<file path="src/rtl/sine_sweep_sched.sv">
// Period sweep and phase slew sequencer for the variable-frequency sine generator.
// Define SINE_SWEEP_BIDIR_EN for triangle (bidirectional) sweeps instead of sawtooth.
module sine_sweep_sched #(
  parameter int CFG_W = 32,
  parameter int LUT_W = 10
) (
  input  logic             clk,
  input  logic             rst,
  input  logic             start,
  input  logic             abort,
  input  logic             loop,
  input  logic [CFG_W-1:0] period_start,
  input  logic [CFG_W-1:0] period_end,
  input  logic [CFG_W-1:0] period_step,
  input  logic [CFG_W-1:0] dwell,
  input  logic [LUT_W-1:0] phase_target,
  input  logic [CFG_W-1:0] phase_slew_div,
  output logic [CFG_W-1:0] period,
  output logic [LUT_W-1:0] phase_offset,
  output logic             busy,
  output logic             done,
  output logic             step_strobe,
  output logic             phase_settled
);

  localparam logic [CFG_W-1:0] ONE = CFG_W'(1);
  localparam logic [CFG_W-1:0] TWO = CFG_W'(2);

  typedef enum logic [1:0] {
    IDLE,
    DWELL,
    STEP,
    DONE
  } state_t;

  state_t state, state_nx;

  logic [CFG_W-1:0] start_s, end_s;
  logic [CFG_W-1:0] step_s, dwell_s;
  logic             loop_s;

  logic [CFG_W-1:0] cnt, cnt_nx;
  logic [CFG_W-1:0] period_nx;
  logic             busy_nx, done_nx;
  logic             strobe_nx;
  logic             latch;
  logic             short_in, short_sh;
  state_t           entry_in, entry_sh;

`ifdef SINE_SWEEP_BIDIR_EN
  logic             rev, rev_nx;
  logic [CFG_W-1:0] tgt, far;
`endif

  // Clamped move toward t; distances are subtractions so nothing overflows.
  function automatic logic [CFG_W-1:0] toward(
    input logic [CFG_W-1:0] p,
    input logic [CFG_W-1:0] t,
    input logic [CFG_W-1:0] s
  );
    logic [CFG_W-1:0] rem;
    if (p <= t) begin
      rem = t - p;
      return p + ((s < rem) ? s : rem);
    end
    rem = p - t;
    return p - ((s < rem) ? s : rem);
  endfunction

  // The STEP cycle counts toward the hold time, so DWELL runs dwell-1 cycles.
  assign short_in = (dwell <= ONE);
  assign short_sh = (dwell_s <= ONE);
  assign entry_in = short_in ? STEP : DWELL;
  assign entry_sh = short_sh ? STEP : DWELL;
  assign latch    = (state == IDLE) && start && !abort;

`ifdef SINE_SWEEP_BIDIR_EN
  assign tgt = rev ? start_s : end_s;
  assign far = rev ? end_s : start_s;
`endif

  always_comb begin
    state_nx  = state;
    cnt_nx    = cnt;
    period_nx = period;
    busy_nx   = busy;
    done_nx   = 1'b0;
    strobe_nx = 1'b0;
`ifdef SINE_SWEEP_BIDIR_EN
    rev_nx    = rev;
`endif
    if (abort) begin
      state_nx = IDLE;
      busy_nx  = 1'b0;
      cnt_nx   = '0;
    end else begin
      unique case (state)
        IDLE: begin
          if (start) begin
            period_nx = period_start;
            busy_nx   = 1'b1;
            cnt_nx    = '0;
            state_nx  = entry_in;
`ifdef SINE_SWEEP_BIDIR_EN
            rev_nx    = 1'b0;
`endif
          end
        end
        DWELL: begin
          if (cnt == dwell_s - TWO) begin
            cnt_nx   = '0;
            state_nx = STEP;
          end else begin
            cnt_nx = cnt + ONE;
          end
        end
        STEP: begin
          cnt_nx = '0;
`ifdef SINE_SWEEP_BIDIR_EN
          if (step_s == '0) begin
            if (loop_s) begin
              period_nx = start_s;
              strobe_nx = 1'b1;
              state_nx  = entry_sh;
            end else begin
              state_nx = DONE;
              done_nx  = 1'b1;
              busy_nx  = 1'b0;
            end
          end else if (period == tgt) begin
            if (rev && !loop_s) begin
              state_nx = DONE;
              done_nx  = 1'b1;
              busy_nx  = 1'b0;
            end else begin
              rev_nx    = !rev;
              period_nx = toward(period, far, step_s);
              strobe_nx = 1'b1;
              state_nx  = entry_sh;
            end
          end else begin
            period_nx = toward(period, tgt, step_s);
            strobe_nx = 1'b1;
            state_nx  = entry_sh;
          end
`else
          if ((period == end_s) || (step_s == '0)) begin
            if (loop_s) begin
              period_nx = start_s;
              strobe_nx = 1'b1;
              state_nx  = entry_sh;
            end else begin
              state_nx = DONE;
              done_nx  = 1'b1;
              busy_nx  = 1'b0;
            end
          end else begin
            period_nx = toward(period, end_s, step_s);
            strobe_nx = 1'b1;
            state_nx  = entry_sh;
          end
`endif
        end
        DONE: begin
          state_nx = IDLE;
          busy_nx  = 1'b0;
        end
      endcase
    end
  end

  always_ff @(posedge clk or negedge rst) begin
    if (!rst) begin
      state       <= IDLE;
      cnt         <= '0;
      period      <= '0;
      busy        <= 1'b0;
      done        <= 1'b0;
      step_strobe <= 1'b0;
    end else begin
      state       <= state_nx;
      cnt         <= cnt_nx;
      period      <= period_nx;
      busy        <= busy_nx;
      done        <= done_nx;
      step_strobe <= strobe_nx;
    end
  end

  always_ff @(posedge clk or negedge rst) begin
    if (!rst) begin
      start_s <= '0;
      end_s   <= '0;
      step_s  <= '0;
      dwell_s <= '0;
      loop_s  <= 1'b0;
    end else if (latch) begin
      start_s <= period_start;
      end_s   <= period_end;
      step_s  <= period_step;
      dwell_s <= dwell;
      loop_s  <= loop;
    end
  end

`ifdef SINE_SWEEP_BIDIR_EN
  always_ff @(posedge clk or negedge rst) begin
    if (!rst) rev <= 1'b0;
    else      rev <= rev_nx;
  end
`endif

  logic [CFG_W-1:0] slew_cnt;
  logic             tick;
  logic [LUT_W-1:0] diff;
  logic [LUT_W-1:0] phase_nx;

  assign tick = (phase_slew_div == '0) ||
                (slew_cnt >= phase_slew_div - ONE);
  assign diff = phase_target - phase_offset;

  // Half-circle difference has its MSB set and therefore decrements.
  always_comb begin
    phase_nx = phase_offset;
    if (tick) begin
      unique case (1'b1)
        (diff == '0):
          phase_nx = phase_offset;
        (diff != '0) && !diff[LUT_W-1]:
          phase_nx = phase_offset + 1'b1;
        diff[LUT_W-1]:
          phase_nx = phase_offset - 1'b1;
      endcase
    end
  end

  always_ff @(posedge clk or negedge rst) begin
    if (!rst) begin
      slew_cnt     <= '0;
      phase_offset <= '0;
    end else begin
      slew_cnt     <= tick ? '0 : slew_cnt + ONE;
      phase_offset <= phase_nx;
    end
  end

  assign phase_settled = (phase_offset == phase_target);

endmodule

</file>
<file path="config.mk">
export PLATFORM = sky130hd
export DESIGN_NAME = sine_sweep_sched
export DESIGN_NICKNAME = d
export VERILOG_FILES = /design/src/rtl/sine_sweep_sched.sv
export SDC_FILE = /design/constraint.sdc
export NUM_CORES = 1
export LEC_CHECK = 0
export CORE_MARGIN = 5
export CORE_UTILIZATION = 45
export CTS_CLUSTER_SIZE = 28
export DETAILED_ROUTE_END_ITERATION = 12
export PLACE_DENSITY = 0.65
export SLEW_MARGIN = 10
export SYNTH_ARGS = -nofsm -noshare
export SYNTH_HDL_FRONTEND = slang
export SYNTH_SLANG_ARGS = --single-unit
</file>
<file path="constraint.sdc">
create_clock -name clk -period 16.6 [get_ports clk]
set_input_delay 3.32 -clock clk [delete_from_list [all_inputs] [get_ports clk]]
set_output_delay 3.32 -clock clk [all_outputs]
set_load 0.01 [all_outputs]
</file>
==> metrics.md <==
| Metric | Value |
|---|---|
| Syn_area_per_cell | 8.48 sq um |
| Post-Syn Area | 21900 sq um |
| First-pass detailed-route iteration total | 5 |
| Setup crit start kind | register |
| Register Area | 6010 sq um |
| Area occupied by multi-input gates | 14900 sq um |
| Critical path arrival | 11.27 ns |
| Max-slew headroom | 0.106 |
| Hpwl dp | 52.5 mm |
| Final net count | 3144 |
| Post-synthesis sequential area ratio | 0.275 |
| Later-pin clock latency in the skew report | 0.61 ns |
| R2R Setup Slk | 5.80 ns |
| Netlist cell types | 86 |
| Vias in the first global route | 19300 |
| CP Data Required Time | 17.07 ns |
| Layout cell share with drive strength beyond 1 | 0.0876 |
| Crit path launch | period[1]$_DFFE_PN0P_ |
| Placer Congestion | 0.969 |
| First-pass GRT wire length | 106 mm |
| Total GRT Usage | 0.244 |
| IO Port Bufs | 220 |
| Root Buffer | clkbuf_16 |
| Synth Flop Type | dfrtp_1 |
| Drt total wl | 66.6 mm |
| Filler cells | 4458 |
| Final min period | 10.80 ns |
| DR iter-0 viols | 1343 |
| Clock-pin slew on the worst setup and hold paths | 0.06 ns |
| Starting Density | 0.457 |
| CP max stage delay | 0.85 ns |
| Most frequent cell after synthesis | dfrtp_1 |
| DR vias | 19300 |
| Die Width | 230 um |
| Yosys warns | 0 |
| Reg-to-Reg End | period[30]$_DFFE_PN0P_ |
| EDFF count, synth | 0 |
| Post-cts sizing count | 0 |
| Clk sinks | 240 |
| Final slew viol count | 0 |
| Setup TNS | 0 ns |
| Async set or reset register ratio after synthesis | 1.00 |
| RSZ-0062 raised after global routing | no |
| Number of CTS-inserted buffers | 29 |
| Clock skew | 0.0230 ns |
| WP depth | 40 |
| Final setup fails | 0 |
| Routed wire per std cell | 19.7 um |
| Critical Path End Type | register |
| #FFs+latches synth | 240 |
| DIE AREA | 53100 sq um |
| Post-Syn Nets | 2979 |
| # hold bufs at CTS | 0 |
| Buffers & Inverters on Critical Path | 2 |
| Die H | 230 um |
| Gr ovfl total | 0 |
| FF-to-FF path depth | 40 |
| Leading area contributor after synthesis | dfrtp_1 |
| Drc violations | 0 |
| Area fraction of the dominant cell type after synthesis | 0.275 |
| Vias per cell | 5.72 |
| Post-CTS Setup Inserts | 0 |
| Reg-to-reg startpoint | period[1]$_DFFE_PN0P_ |
| CP max stage cell | a2111oi_1 |
| P&R area growth vs syn | 17.0% |
| Post-placement setup slack | 5.68 ns |
| Hold Vio Cnt, Final | 0 |
| HP Class | register to register |
| Worst Setup EP | period[30]$_DFFE_PN0P_ |
| Crit path max fanout | 34 |
| FP Rows | 80 |
| Critical path class | register to register |
| Top-level I/O count | 221 |
| Max_cap viols | 0 |
| Routed Antenna Nets | 0 |
| Initial antenna violation count | 8 |
| Core Area | 47800 sq um |
| Final WS setup | 5.80 ns |
| Actual slew at the worst max-slew pin | 1.31 ns |
| CTS Buffer Depth | 3 |
| Post-synth top cells | dfrtp_1 (240), nand2_1 (229), ha_1 (221), nor2_1 (221), o21ai_0 (167) |
| Max Clk Rate | 92.6 MHz |
| Crit-path most repeated cell | a21oi_1 |
| Top Family by Delay on Critical Path | compound AO/OA/AOI/OAI gates |
| TritonCTS clock tree | built |
| Largest net degree at the start of global routing | 118 |
| H-tree depth | 1 |
| Mapped Cells | 2578 |
| Synth top area cells | dfrtp_1 (27%), ha_1 (13%), mux2_2 (7.3%) |
| Status | finished clean |
| Period utilization | 0.650 |
layout by cell type (no fill, tap or decap), types with 18 or more instances in the layout:
master and instances:
a21o_1 79, clkbuf_16 29, o211ai_1 30, a211oi_1 21
nor3_1 54, nand3_1 66, nor2_1 221, nand4_1 40
xor2_1 99, mux2_2 142, nor2b_1 30, mux2i_1 34
nand2b_1 18, o21ai_0 167, ha_1 220, and3_1 28
nor4_1 40, dfrtp_1 240, nand2_1 229, a21oi_1 162
xnor2_1 155, o21bai_1 21, clkdlybuf4s50_1 219, inv_1 160
state kept, by name, summed over array words and instances (netlist names):
signal        flops
cnt              32
dwell_s          32
end_s            32
period           32
slew_cnt         32
start_s          32
step_s           32
phase_offset     10
state             2
busy              1
done              1
loop_s            1
step_strobe       1
through the flow:
| step | hold WS [ns] | instances | util | area (sq um) |
|---|---|---|---|---|
| finish | 0.503 | 3383 | 0.534 | 25600 |
| detailed placement | 0.493 | 3327 | 0.514 | 24600 |
| global placement | 0.487 | 3327 | 0.514 | 24600 |
| floorplan | 0.467 | 2578 | - | 21900 |
| global route | 0.513 | 3380 | 0.534 | 25600 |
| CTS | 0.507 | 3379 | 0.534 | 25600 |
how the worst min path moves through the flow:
stage                             from                      end  cells past startpoint
6_report       start_s[24]$_DFFE_PN0P_  start_s[24]$_DFFE_PN0P_                      1
5_1_grt        start_s[24]$_DFFE_PN0P_  start_s[24]$_DFFE_PN0P_                      1
4_1_cts        start_s[24]$_DFFE_PN0P_  start_s[24]$_DFFE_PN0P_                      1
3_5_place_dp   start_s[12]$_DFFE_PN0P_  start_s[12]$_DFFE_PN0P_                      1
3_3_place_gp   start_s[16]$_DFFE_PN0P_  start_s[16]$_DFFE_PN0P_                      1
2_1_floorplan    slew_cnt[0]$_DFF_PN0_    slew_cnt[0]$_DFF_PN0_                      1
logic make-up after synthesis:
group	count (synthesis)	share of synthesized area
and+or+nand+nor	807	0.179
AOI/OAI and AO/OA	613	0.178
buffers and inverters	261	0.0461
xor gates and xnor gates	254	0.102
DFF	240	0.275
adders and majority gates	226	0.131
muxes	177	0.0898
cell type report:
cell class              instances  share of cell area
repair buffers                234              0.0905
clock inverters                14             0.00548
inverters                     161              0.0236
clock buffers                  38              0.0325
flip-flops and latches        240               0.235
well taps                     615              0.0301
diodes                          4            0.000392
multi-input cells            2077               0.583
layer usage:
layer	part of all wire	GRT usage
met4	0.039	0.0788
met1	0.46	0.334
met2	0.45	0.397
met5	0.0010	0
met3	0.045	0.0375
Power is not shown: default switching activity piles up to over one toggle a cycle in this logic, so the estimate is an artifact.
